### src/rtl/demux_1_4_buffered.sv
// 1:4 stream demultiplexer. Each output channel has its own FIFO and valid/ready handshake,
// so a stalled consumer blocks only its own channel.
module demux_1_4_buffered #(
    parameter int unsigned N     = 32,
    parameter int unsigned DEPTH = 2
) (
    input  logic         clk,
    input  logic         rst,
    input  logic [N-1:0] in_data,
    input  logic [1:0]   in_sel,
    input  logic         in_valid,
    output logic         in_ready,
    output logic [N-1:0] out_0,
    output logic [N-1:0] out_1,
    output logic [N-1:0] out_2,
    output logic [N-1:0] out_3,
    output logic [3:0]   out_valid,
    input  logic [3:0]   out_ready
);

    localparam int unsigned PtrW = $clog2(DEPTH);
    localparam int unsigned CntW = $clog2(DEPTH + 1);

    logic [N-1:0]    storage [4][DEPTH];
    logic [PtrW-1:0] wr_ptr  [4];
    logic [PtrW-1:0] rd_ptr  [4];
    logic [CntW-1:0] count   [4];

    logic [3:0] full;
    logic [3:0] empty;
    logic [3:0] push;
    logic [3:0] pop;

    always_comb begin
        full  = '0;
        empty = '0;
        push  = '0;
        pop   = '0;
        for (int k = 0; k < 4; k++) begin
            full[k]  = (count[k] == CntW'(DEPTH));
            empty[k] = (count[k] == '0);
        end
        // No pass-through when full: a same-cycle pop does not free the slot for this push.
        in_ready = !full[in_sel] && !rst;
        for (int k = 0; k < 4; k++) begin
            push[k] = in_valid && in_ready && (in_sel == 2'(k));
            pop[k]  = !empty[k] && out_ready[k];
        end
    end

    assign out_valid = ~empty;
    assign out_0     = storage[0][rd_ptr[0]];
    assign out_1     = storage[1][rd_ptr[1]];
    assign out_2     = storage[2][rd_ptr[2]];
    assign out_3     = storage[3][rd_ptr[3]];

    always_ff @(posedge clk) begin
        if (rst) begin
            for (int k = 0; k < 4; k++) begin
                wr_ptr[k] <= '0;
                rd_ptr[k] <= '0;
                count[k]  <= '0;
                for (int e = 0; e < DEPTH; e++) begin
                    storage[k][e] <= '0;
                end
            end
        end else begin
            for (int k = 0; k < 4; k++) begin
                if (push[k]) begin
                    storage[k][wr_ptr[k]] <= in_data;
                    wr_ptr[k]             <= wr_ptr[k] + 1'b1;
                end
                if (pop[k]) begin
                    rd_ptr[k] <= rd_ptr[k] + 1'b1;
                end
                case ({push[k], pop[k]})
                    2'b10:   count[k] <= count[k] + 1'b1;
                    2'b01:   count[k] <= count[k] - 1'b1;
                    default: count[k] <= count[k];
                endcase
            end
        end
    end

endmodule

### config.mk
export PLATFORM = sky130hd
export DESIGN_NAME = demux_1_4_buffered
export DESIGN_NICKNAME = d
export VERILOG_FILES = /design/src/rtl/demux_1_4_buffered.sv
export SDC_FILE = /design/constraint.sdc
export NUM_CORES = 1
export LEC_CHECK = 0
export CORE_AREA = 2 2 198 249
export DETAILED_ROUTE_END_ITERATION = 16
export DIE_AREA = 0 0 200 251
export PLACE_DENSITY = 0.42
export SYNTH_ARGS = -nofsm -noshare
export SYNTH_HDL_FRONTEND = slang
export SYNTH_SLANG_ARGS = --single-unit
export TNS_END_PERCENT = 1
### constraint.sdc
create_clock -name clk -period 2.97 [get_ports clk]
set_input_delay 0.594 -clock clk [delete_from_list [all_inputs] [get_ports clk]]
set_output_delay 0.594 -clock clk [all_outputs]
set_load 0.05 [all_outputs]
==> results of run 1 <==
layer usage:
metal  part of all wire  global-route usage  wire length [um]  vias to the layer above
li1                   -                   -                 -                     3749
met4              0.018             0.03450               629                        0
met5                  0                   0                 0                        -
met2               0.46              0.2150             15610                      166
met1               0.48              0.1934             16480                     3831
met3              0.046             0.02281              1575                       36
cells in the mapped netlist, drive strengths merged:
cell       n  area share
buf       13      0.0052
a21bo      2      0.0017
nand4bb    2      0.0019
edfxtp   176        0.45
mux2     129        0.12
nand4      1     0.00053
nand2b   103       0.054
or2        7      0.0037
inv       42       0.013
clkbuf    61       0.020
a21oi      5      0.0021
a21o       1     0.00063
nor4bb     1     0.00084
nor3b      3      0.0033
and2      33       0.017
or3        3      0.0016
ha        10       0.011
nor4b      1     0.00074
o21ai     63       0.027
and3b      2      0.0015
nor2      11      0.0037
xnor2      3      0.0022
or4b       1      0.0012
nand4b     2      0.0015
nand2     10      0.0032
nor3      78       0.033
and3       1     0.00053
o21bai     7      0.0044
mux2i     32       0.027
dfxtp     96        0.16
nor2b      2      0.0011
nand3     66       0.028
through the flow:
step	power, mW	hold slack (ns)	TNS (ns)	std cells	utilization
final	10.10	0.4555	0	1797	0.3438
after global routing	10.48	0.4427	0	1797	0.3438
after CTS	10.28	0.4219	0	1796	0.3436
after detailed placement	6.312	0.4610	0	1738	0.3220
after global placement	6.306	0.4567	0	1738	0.3220
after floorplan	5.402	0.4458	-11.54	967	-
worst max-delay path, cell delays in order, from the launching register on:
cell and delay [ns]:
edfxtp_1 0.37, buf_12 0.22, mux2_2 0.41, clkdlybuf4s50_1 0.71
flip-flops by register name, indices dropped and copies added, names as in the netlist:
| register | count |
|---|---|
| count | 8 |
| rd_ptr | 4 |
| storage | 256 |
| wr_ptr | 4 |
power by group:
part / switching (mW) / leakage (nW) / internal (mW)
sequential: 0.0588 / 2.60 / 4.21
clock: 1.57 / 0.495 / 2.33
combinational: 1.14 / 3.22 / 0.788
total: 2.77 / 6.32 / 7.32
cells by family (layout without fill, tap and decap cells):
group           count (synthesis)  in the layout  share of synthesized area
simple gates                  327            327                     0.1574
flops                         272            272                     0.6070
mux                           161            161                     0.1493
buf+inv                       116            301                    0.03804
compound gates                 78             78                    0.03541
fa+ha+maj                      10             10                    0.01054
xor+xnor                        3              3                   0.002213
other cells                     0              1                          0
final timing paths:
kind,from,end,slack (ns)
worst max-delay path,rd_ptr[0],out_0[26],0.07
worst min-delay path,rst,count[0][1],0.46
worst max register to register,count[1][0],count[1][1],0.89
worst min register to register,storage[3][6],storage[3][6],0.47
final cells by class:
type | instances | share of cell area
antenna | 1 | 0.0001521
clock buffer | 42 | 0.05087
clock inverter | 16 | 0.01194
inverter | 42 | 0.009581
multi-input combinational | 579 | 0.2592
sequential | 272 | 0.4380
tap | 644 | 0.04897
timing repair buffer | 201 | 0.1813
==> key figures, run 1 <==
Logic synthesis
  – Net count after synthesis: 1018
  – Cells after synthesis: 967
  – Seq/Total Area, Yosys: 0.6070
  – Mapped cell area: 0.01187 mm^2
  – Synth warnings: 0
  – Number of synthesized register bits: 272
  – Post-Syn Area per Cell: 12.28 um^2
  – Distinct cells, synth: 39

Drt
  – Post-DR vias/cell: 4.331
  – DRC viols: 0
  – Antenna Violating Nets Remaining: 0
  – DR WL/cell: 19.08 um
  – Via count: 7782
  – Initial DRC count: 389
  – DRT Wirelength: 34290 um
  – TritonRoute pass-1 iters: 4

STA
  – Tcrit/Tclk final: 0.9758
  – Final Max Tran Viols: 0
  – Final Skew: 0.01584 ns
  – Final Hold Fails: 0
  – Period minus WS final: 2.898 ns
  – Fmax: 345.0 MHz
  – Final setup violation count: 0
  – Setup WS post-layout: 0.07176 ns
  – RSZ-0062 raised after global routing: false
  – Rel. slew slack: 0.5923
  – Tightest Pin Transition: 0.6115 ns

Flow run
  – Max_cap viols: 0

Finish
  – Most frequent cells in the layout: edfxtp_1, mux2_2, buf_12, nand2b_1, dfxtp_1
  – Register Area: 0.007207 mm^2
  – Final instance area: 0.01645 mm^2
  – Area growth syn-to-layout: 38.59%
  – Fill cells: 4685
  – Most common cell after layout, fill and taps aside: edfxtp_1
  – Share of cells above drive strength 1: 0.2925
  – Final nets: 1178
  – Multi-input gate area: 0.004265 mm^2

Clock network
  – CTS tree: yes
  – H-tree levels: 1
  – Cts hold-fix bufs: 0
  – CTS max path bufs: 3
  – Worst skew pair latency: 0.58 ns
  – Clk sinks: 272
  – Clk pin slew, worst setup/hold paths: 0.06 ns
  – Post_cts resized: 0
  – CTS Buf Count: 31
  – Post-CTS Setup Bufs: 0
  – Root Buffer: clkbuf_16

Min path
  – Hold WC Path Type: input pin to register
  – Hold Path Depth: 2

Setup path
  – Type of origin of the critical path: register
  – Reg2Reg Depth: 6
  – CP Capture Type: primary output
  – Arr. time, crit path: 2.30 ns
  – Crit path max fanout: 33
  – Crit path kind: register to primary output
  – Required @ worst endpoint: 2.38 ns

Global route
  – GRT overflow: 0
  – Antenna violations before repair: 1
  – Global-route wire length before repair: 51440 um
  – Vias in the first global route: 7959
  – Largest net degree at the start of global routing: 70
  – Total track usage: 0.1364

Die
  – Top Ports: 174
  – DIE AREA: 0.05020 mm^2
  – Core ar.: 0.04786 mm^2
  – Site row count: 90
  – Die X: 200 um
  – Initial Utilization: 0.2481
  – Die Height: 251 um

Placement
  – Number of port buffers: 173
  – Setup WS pre-CTS: 0.1871 ns
  – GP Congestion: 0.7364
  – Detailed placement HPWL: 22680 um
  – Placed instance area: 0.01541 mm^2

Outcome
  – Status: complete, no violations

Power and ir drop
  – Leakage: 6.323 nW
  – Max VDD drop: 0.4111 mV
  – Pwr Density: 613.6 mW/mm^2
No activity file was read; power rests on OpenSTA's default activity.
==> run 2: changes to the inputs <==
--- a/config.mk
+++ b/config.mk
@@ -5,10 +5,10 @@
 export SDC_FILE = /design/constraint.sdc
 export NUM_CORES = 1
 export LEC_CHECK = 0
-export CORE_AREA = 2 2 198 249
+export CORE_AREA = 2 2 168 211
 export DETAILED_ROUTE_END_ITERATION = 16
-export DIE_AREA = 0 0 200 251
-export PLACE_DENSITY = 0.42
+export DIE_AREA = 0 0 170 213
+export PLACE_DENSITY = 0.55
 export SYNTH_ARGS = -nofsm -noshare
 export SYNTH_HDL_FRONTEND = slang
 export SYNTH_SLANG_ARGS = --single-unit
==> run 2 against run 1 <==
Critical endpoint is now out_0[15]; sequential cell count unchanged; clock-buffer cell count is 3 higher; design area fell by 2.4%; critical path type unchanged; utilization is 13 points higher; die area fell by 28%; sequential power hardly changed; setup slack gained 0.031 ns; wire length is 13% lower.
==> key figures, run 2 (synthesis gave the netlist of run 1 again) <==
Outcome
  – Status: complete, no violations

STA
  – Final Skew: 0.01922 ns (+0.003381 ns)
  – Rel. slew slack: 0.5617 (-0.03068)
  – Final Max Tran Viols: 0 (unchanged)
  – Period minus WS final: 2.867 ns (-0.03140 ns)
  – Final Hold Fails: 0 (unchanged)
  – Fmax: 348.8 MHz (+1.1%)
  – Tightest Pin Transition: 0.6575 ns (+0.04601 ns)
  – RSZ-0062 raised after global routing: false
  – Final setup violation count: 0 (unchanged)
  – Tcrit/Tclk final: 0.9653 (-0.01057)

Setup path
  – Top delay family on crit path: buffers and inverters
  – Required @ worst endpoint: 2.38 ns (about the same)
  – Crit path max fanout: 33 (unchanged)
  – Slowest cell delay on critical path: 0.72 ns (about the same)
  – Slowest-stage cell, CP: clkdlybuf4s50_1
  – Cells along the critical path: buf_12 -> mux2_2 -> clkdlybuf4s50_1
  – CP Capture Type: primary output
  – Bufs and invs on worst path: 2 (unchanged)
  – Arr. time, crit path: 2.27 ns (-0.03 ns)
  – Type of origin of the critical path: register
  – Crit path kind: register to primary output

Die
  – Die Height: 213 um (-15%)
  – Top Ports: 174 (unchanged)
  – Site row count: 76 (-16%)
  – Initial Utilization: 0.3468 (+0.09874)
  – Die X: 170 um (-15%)
  – DIE AREA: 0.03621 mm^2 (-28%)
  – Core ar.: 0.03423 mm^2 (-28%)

Clock network
  – Root Buffer: clkbuf_16
  – CTS max path bufs: 3 (unchanged)
  – Post_cts resized: 0 (unchanged)
  – Worst skew pair latency: 0.55 ns (-0.03 ns)
  – Post-CTS Setup Bufs: 0 (unchanged)
  – Clk pin slew, worst setup/hold paths: 0.06 ns (about the same)
  – H-tree levels: 1 (unchanged)
  – CTS Buf Count: 28 (-9.7%)
  – Clk sinks: 272 (unchanged)
  – CTS tree: yes
  – Cts hold-fix bufs: 0 (unchanged)

Drt
  – DRT Wirelength: 29720 um (-13%)
  – Via count: 7727 (-0.71%)
  – DRC viols: 0 (unchanged)
  – Antenna Violating Nets Remaining: 0 (unchanged)
  – DR WL/cell: 18.86 um (-1.2%)
  – Post-DR vias/cell: 4.903 (+13%)
  – TritonRoute pass-1 iters: 4 (unchanged)
  – Initial DRC count: 404 (+3.9%)

Global route
  – Vias in the first global route: 7823 (-1.7%)
  – Global-route wire length before repair: 45880 um (-11%)
  – Antenna violations before repair: 0 (-1)
  – Met1 usage: 0.2305 (+0.03704)
  – Met3 global-route usage: 0.02335 (+0.0005484)
  – Gr busiest metal: met2
  – GRT overflow: 0 (unchanged)
  – Met2 Usage GRT: 0.2691 (+0.05413)
  – Total track usage: 0.1645 (+0.02814)
  – Largest net degree at the start of global routing: 81 (+16%)

Finish
  – Most common cell after layout, fill and taps aside: edfxtp_1
  – Fin util: 0.4692 (+0.1254)
  – Most frequent cells in the layout: edfxtp_1, mux2_2, buf_12, nand2b_1, dfxtp_1
  – Share of cells above drive strength 1: 0.2895 (-0.003084)
  – Final nets: 1176 (-0.17%)
  – Area growth syn-to-layout: 35.28%
  – Final instance area: 0.01606 mm^2 (-2.4%)
  – Register Area: 0.007207 mm^2 (unchanged)
  – Fill cells: 3047 (-35%)
  – Antenna cell count: 0 (-1)
  – Biggest regs: storage x256, count x8
  – Biggest register: storage
  – Multi-input gate area: 0.004265 mm^2 (unchanged)
  – Flip-flop count of the largest register after layout: 256 (unchanged)

Min path
  – Hold WC Path Type: register to register

Placement
  – Placed instance area: 0.01515 mm^2 (-1.7%)
  – GP Congestion: 0.7693 (+4.5%)
  – Detailed placement HPWL: 19800 um (-13%)
  – Number of port buffers: 173 (unchanged)

Power and ir drop
  – Pwr Density: 596.6 mW/mm^2 (-2.8%)
  – Max VDD drop: 0.3593 mV (-13%)
  – Leakage: 6.232 nW (-1.4%)

Flow run
  – Max_cap viols: 0 (unchanged)
-- run 2: cell count changes in the layout (fill, tap and decap cells not counted), sizes merged --
cell and delta:
buf -5, dlymetal6s2s -3, inv -2, clkinv -2, diode -1, bufinv -4, clkdlybuf4s50 +9, clkinvlp -1
clkbuf +3
-- run 2: worst min-delay path, cell delays in order, from the launching register on --
cell and delay (ns):
dfxtp_1 0.31, nand2b_1 0.06, mux2i_1 0.06
-- run 2: final timing paths --
| check | cells past startpoint | slack (ns) | to | from |
|---|---|---|---|---|
| worst max-delay path | 3 | 0.10 | out_0[15] | rd_ptr[0] |
| worst min-delay path | 2 | 0.47 | storage[2][8] | storage[2][8] |
| worst max register to register | 6 | 0.96 | count[1][1] | count[1][1] |
| worst min register to register | 2 | 0.47 | storage[2][8] | storage[2][8] |
-- run 2: through the flow --
| stage | setup WS (ns) | hold slack (ns) | TNS (ns) | cells | power [mW] |
|---|---|---|---|---|---|
| floorplan | -0.1724 | 0.4458 | -11.54 | 967 | 5.402 |
| global placement | 0.1886 | 0.4558 | 0 | 1524 | 6.260 |
| detailed placement | 0.1489 | 0.4625 | 0 | 1524 | 6.269 |
| CTS | 0.07829 | 0.4759 | 0 | 1576 | 9.703 |
| global route | 0.03866 | 0.4900 | 0 | 1576 | 9.917 |
| finish | 0.1032 | 0.4736 | 0 | 1576 | 9.583 |
-- run 2: area by class of cell --
| type | count | share of cell area |
|---|---|---|
| clock buffers | 45 | 0.05383 |
| clock inverters | 7 | 0.002804 |
| inverters | 42 | 0.009815 |
| multi-input cells | 579 | 0.2656 |
| flip-flops and latches | 272 | 0.4487 |
| well taps | 429 | 0.03342 |
| repair buffers | 202 | 0.1859 |
-- run 2: layer usage --
| metal | vias up | wire length, um |
|---|---|---|
| met1 | 3741 | 13340 |
| met4 | 0 | 560 |
| li1 | 3733 | - |
| met5 | - | 0 |
| met2 | 218 | 14170 |
| met3 | 35 | 1649 |
-- run 2: where the power goes --
part | total (mW) | leakage [nW] | switching, mW | internal (mW)
Sequential | 4.27 | 2.60 | 0.0608 | 4.21
Combinational | 1.90 | 3.18 | 1.10 | 0.791
Clock | 3.42 | 0.448 | 1.43 | 1.99
==> run 3: changes to the inputs <==
--- a/config.mk
+++ b/config.mk
@@ -5,9 +5,10 @@
 export SDC_FILE = /design/constraint.sdc
 export NUM_CORES = 1
 export LEC_CHECK = 0
-export CORE_AREA = 2 2 168 211
+export ABC_AREA = 1
+export CORE_AREA = 2 2 169 213
 export DETAILED_ROUTE_END_ITERATION = 16
-export DIE_AREA = 0 0 170 213
+export DIE_AREA = 0 0 171 215
 export PLACE_DENSITY = 0.55
 export SYNTH_ARGS = -nofsm -noshare
 export SYNTH_HDL_FRONTEND = slang
==> run 3 against run 2 <==
Total power increased by 2.5%; largest power group unchanged; utilization shrank 2.3 points; critical path depth increased by 1; cell count rose by 24%; sequential power about the same; register-to-register slack worse by 0.33 ns; worst hold slack gained 0.037 ns; fmax grew 0.91%; global-route usage is 0.62 points higher; design area fell by 3.1%; combinational power grew 3%.
==> key figures, run 3 <==
Power and ir drop
  – Max VDD drop: 0.4075 mV (+13%)
  – Switching portion of total power: 0.2893 (+0.01876)
  – Flop pwr share: 0.434 (-0.012)
  – Switching Power: 2.842 mW (+9.6%)
  – Leakage: 7.128 nW (+14%)
  – Internal: 6.981 mW (-0.14%)
  – Combinational power share: 0.199 (about the same)
  – Pwr Density: 631.4 mW/mm^2 (+5.8%)
  – Clock power frac: 0.367 (+0.011)

Clock network
  – CTS tree: yes
  – Clk sinks: 272 (unchanged)
  – CTS max path bufs: 3 (unchanged)
  – CTS Buf Count: 29 (+3.6%)
  – Clk pin slew, worst setup/hold paths: 0.06 ns (about the same)
  – Worst skew pair latency: 0.56 ns (about the same)
  – Root Buffer: clkbuf_16
  – H-tree levels: 1 (unchanged)

Placement
  – Number of port buffers: 173 (unchanged)
  – Setup WS pre-CTS: 0.009028 ns (-0.1399 ns)
  – GP Congestion: 0.8168 (+6.2%)
  – Inst Count DP: 1902 (+25%)
  – Detailed placement HPWL: 21870 um (+10%)

Logic synthesis
  – Async SR Flop Fraction: 0 (unchanged)
  – Post-synth top cells: nor2_1, nand2_1, edfxtp_1
  – Net count after synthesis: 1329 (+31%)
  – Distinct cells, synth: 29 (-26%)
  – Share of the synthesized area in the top cell type: 0.4398 (-0.005376)
  – Count leader, synth: nor2_1
  – Seq/Total Area, Yosys: 0.5997 (-0.007331)
  – Dominant synthesized flop cell: edfxtp_1
  – Number of synthesized flops with an enable pin: 176 (unchanged)
  – Number of synthesized register bits: 272 (unchanged)
  – Mapped cell area: 0.01202 mm^2 (+1.2%)
  – Synth warnings: 0 (unchanged)
  – Cells after synthesis: 1278 (+32%)
  – Post-Syn Area per Cell: 9.404 um^2 (-23%)
  – Synth area leader: edfxtp_1
  – Synth top area cells: edfxtp_1, dfxtp_1, nor2_1, nand2_1, mux2_2

Drt
  – TritonRoute pass-1 iters: 4 (unchanged)
  – DRT Wirelength: 31900 um (+7.4%)
  – Antenna Violating Nets Remaining: 0 (unchanged)
  – DRC viols: 0 (unchanged)
  – DR WL/cell: 16.31 um (-14%)
  – Initial DRC count: 576 (+43%)
  – Post-DR vias/cell: 4.430 (-9.6%)
  – Via count: 8665 (+12%)

Finish
  – Fill cells: 3408 (+12%)
  – Area growth syn-to-layout: 29.45%
  – Most frequent cells in the layout: nor2_1, nand2_1, edfxtp_1, inv_1, buf_4
  – Biggest regs: storage x256, count x8
  – Fin util: 0.4461 (-0.02311)
  – Flip-flop count of the largest register after layout: 256 (unchanged)
  – Share of cells above drive strength 1: 0.2018 (-0.08770)
  – Antenna cell count: 0 (unchanged)
  – Biggest register: storage
  – Post-route insts no fill: 1956 (+24%)
  – Final nets: 1510 (+28%)
  – Most common cell after layout, fill and taps aside: nor2_1

STA
  – Rel. slew slack: 0.5433 (-0.01839)
  – Final Skew: 0.01631 ns (-0.002911 ns)
  – Period minus WS final: 2.841 ns (-0.02583 ns)
  – Final Hold Fails: 0 (unchanged)
  – Hold_ws: 0.5108 ns (+0.03721 ns)
  – Final Max Tran Viols: 0 (unchanged)
  – Final setup violation count: 0 (unchanged)
  – Tightest Pin Transition: 0.6851 ns (+0.02759 ns)
  – Tcrit/Tclk final: 0.9566 (-0.008698)
  – RSZ-0062 raised after global routing: false
  – Fmax: 352.0 MHz (+0.91%)
  – Setup WS post-layout: 0.1290 ns (+0.02583 ns)

Global route
  – Met3 global-route usage: 0.02173 (-0.001624)
  – Met1 usage: 0.2029 (-0.02758)
  – Gr busiest metal: met2
  – Vias in the first global route: 8130 (+3.9%)
  – Largest net degree at the start of global routing: 63 (-22%)
  – Total track usage: 0.1708 (+0.006216)
  – GRT overflow: 0 (unchanged)
  – Global-route wire length before repair: 47490 um (+3.5%)
  – Antenna violations before repair: 0 (unchanged)
  – Met2 Usage GRT: 0.3160 (+0.04689)

Setup path
  – Required @ worst endpoint: 2.38 ns (about the same)
  – FF-to-FF End: count[0][0]
  – CP Capture Type: primary output
  – Worst setup endpoint: out_2[12]
  – Type of origin of the critical path: register
  – Worst R2R Setup Slack: 0.63 ns (-0.33 ns)
  – Crit path max fanout: 44 (+33%)
  – Crit path kind: register to primary output
  – Reg2Reg Depth: 11 (+5)
  – Arr. time, crit path: 2.25 ns (-0.02 ns)
  – Worst Setup SP: rd_ptr[2]
  – R2R Path Start: count[3][0]

Die
  – Die Height: 215 um (+0.94%)
  – Site row count: 77 (+1.3%)
  – Top Ports: 174 (unchanged)
  – Initial Utilization: 0.3446 (-0.002234)
  – Die X: 171 um (+0.59%)
  – Core ar.: 0.03488 mm^2 (+1.9%)
  – DIE AREA: 0.03677 mm^2 (+1.5%)

Min path
  – Hold WC Path Type: register to register

Flow run
  – Max_cap viols: 0 (unchanged)

Outcome
  – Status: complete, no violations
## run 3: cell count changes after synthesis, moves of 32 or more
cell / change
nand2b_1: -103
nor2_1: +295
mux2i_1: -32
a21oi_1: +32
nor3_1: -73
mux2_2: -65
inv_1: +128
nand2_1: +251
and2_1: -33
nand3_1: -65
## run 3: final cells by class
class / instances / area [um^2] / share of cell area
Tap cell: 474 / 593.1 / 0.03812
Sequential cell: 272 / 7207 / 0.4632
Clock buffer: 41 / 830.8 / 0.05340
Multi-Input combinational cell: 772 / 3882 / 0.2496
Clock inverter: 13 / 125.1 / 0.008042
Timing Repair Buffer: 212 / 2272 / 0.1461
Inverter: 172 / 646.9 / 0.04158
## run 3: power by group through the flow
stage / clock network (mW) / registers, mW / logic (mW)
global route: 3.84 / 4.28 / 2.06
CTS: 3.69 / 4.27 / 1.98
finish: 3.60 / 4.26 / 1.95
floorplan: 0 / 4.33 / 1.22
global placement: 0 / 4.34 / 1.98
detailed placement: 0 / 4.35 / 1.98
## run 3: metrics by stage
stage	area (um^2)	TNS, ns	total power, mW
final	15560	0	9.823
after global routing	15560	0	10.18
after CTS	15530	0	9.939
after detailed placement	14590	0	6.331
after global placement	14590	0	6.315
after floorplan	12020	-6.566	5.555
## run 3: per-layer routing
layer	share of wire	vias up	wire, um
li1	-	4370	-
met2	0.53	171	17070
met1	0.40	4084	12830
met4	0.027	0	849
met3	0.036	40	1161
met5	0	-	0
## run 3: repair_timing
action / in CTS / in global routing
pin swaps: 0 / 0
hold buffers: 0 / 0
endpoints found under the setup margin: 8 / 9
buffers inserted: 0 / 0
gates resized for setup: 8 / 9
## run 3: worst min path at each step
| stage | startpoint | slack (ns) | cells past startpoint | to |
|---|---|---|---|---|
| 2_1_floorplan | storage[3][22] | 0.49 | 4 | storage[3][22] |
| 3_5_place_dp | storage[3][20] | 0.50 | 4 | storage[3][20] |
| 6_report | storage[3][20] | 0.51 | 4 | storage[3][20] |
| 5_1_grt | storage[2][1] | 0.54 | 4 | storage[2][1] |
| 4_1_cts | storage[3][20] | 0.51 | 4 | storage[3][20] |
| 3_3_place_gp | storage[3][3] | 0.50 | 4 | storage[3][3] |
## run 3: logic make-up (layout without fill, tap and decap cells)
kind of cell,Yosys count,after routing,synth area share
compound gates,79,79,0.03384
simple gates,619,619,0.2160
mux,64,64,0.05997
fa+ha+maj,10,10,0.01041
flops,272,272,0.5997
buf+inv,234,438,0.08006
## run 3: critical path, stage by stage (launching register included)
cell and delay (ns):
edfxtp_1 0.37, buf_12 0.22, nor2_1 0.07, a21oi_1 0.16
clkdlybuf4s50_1 0.83
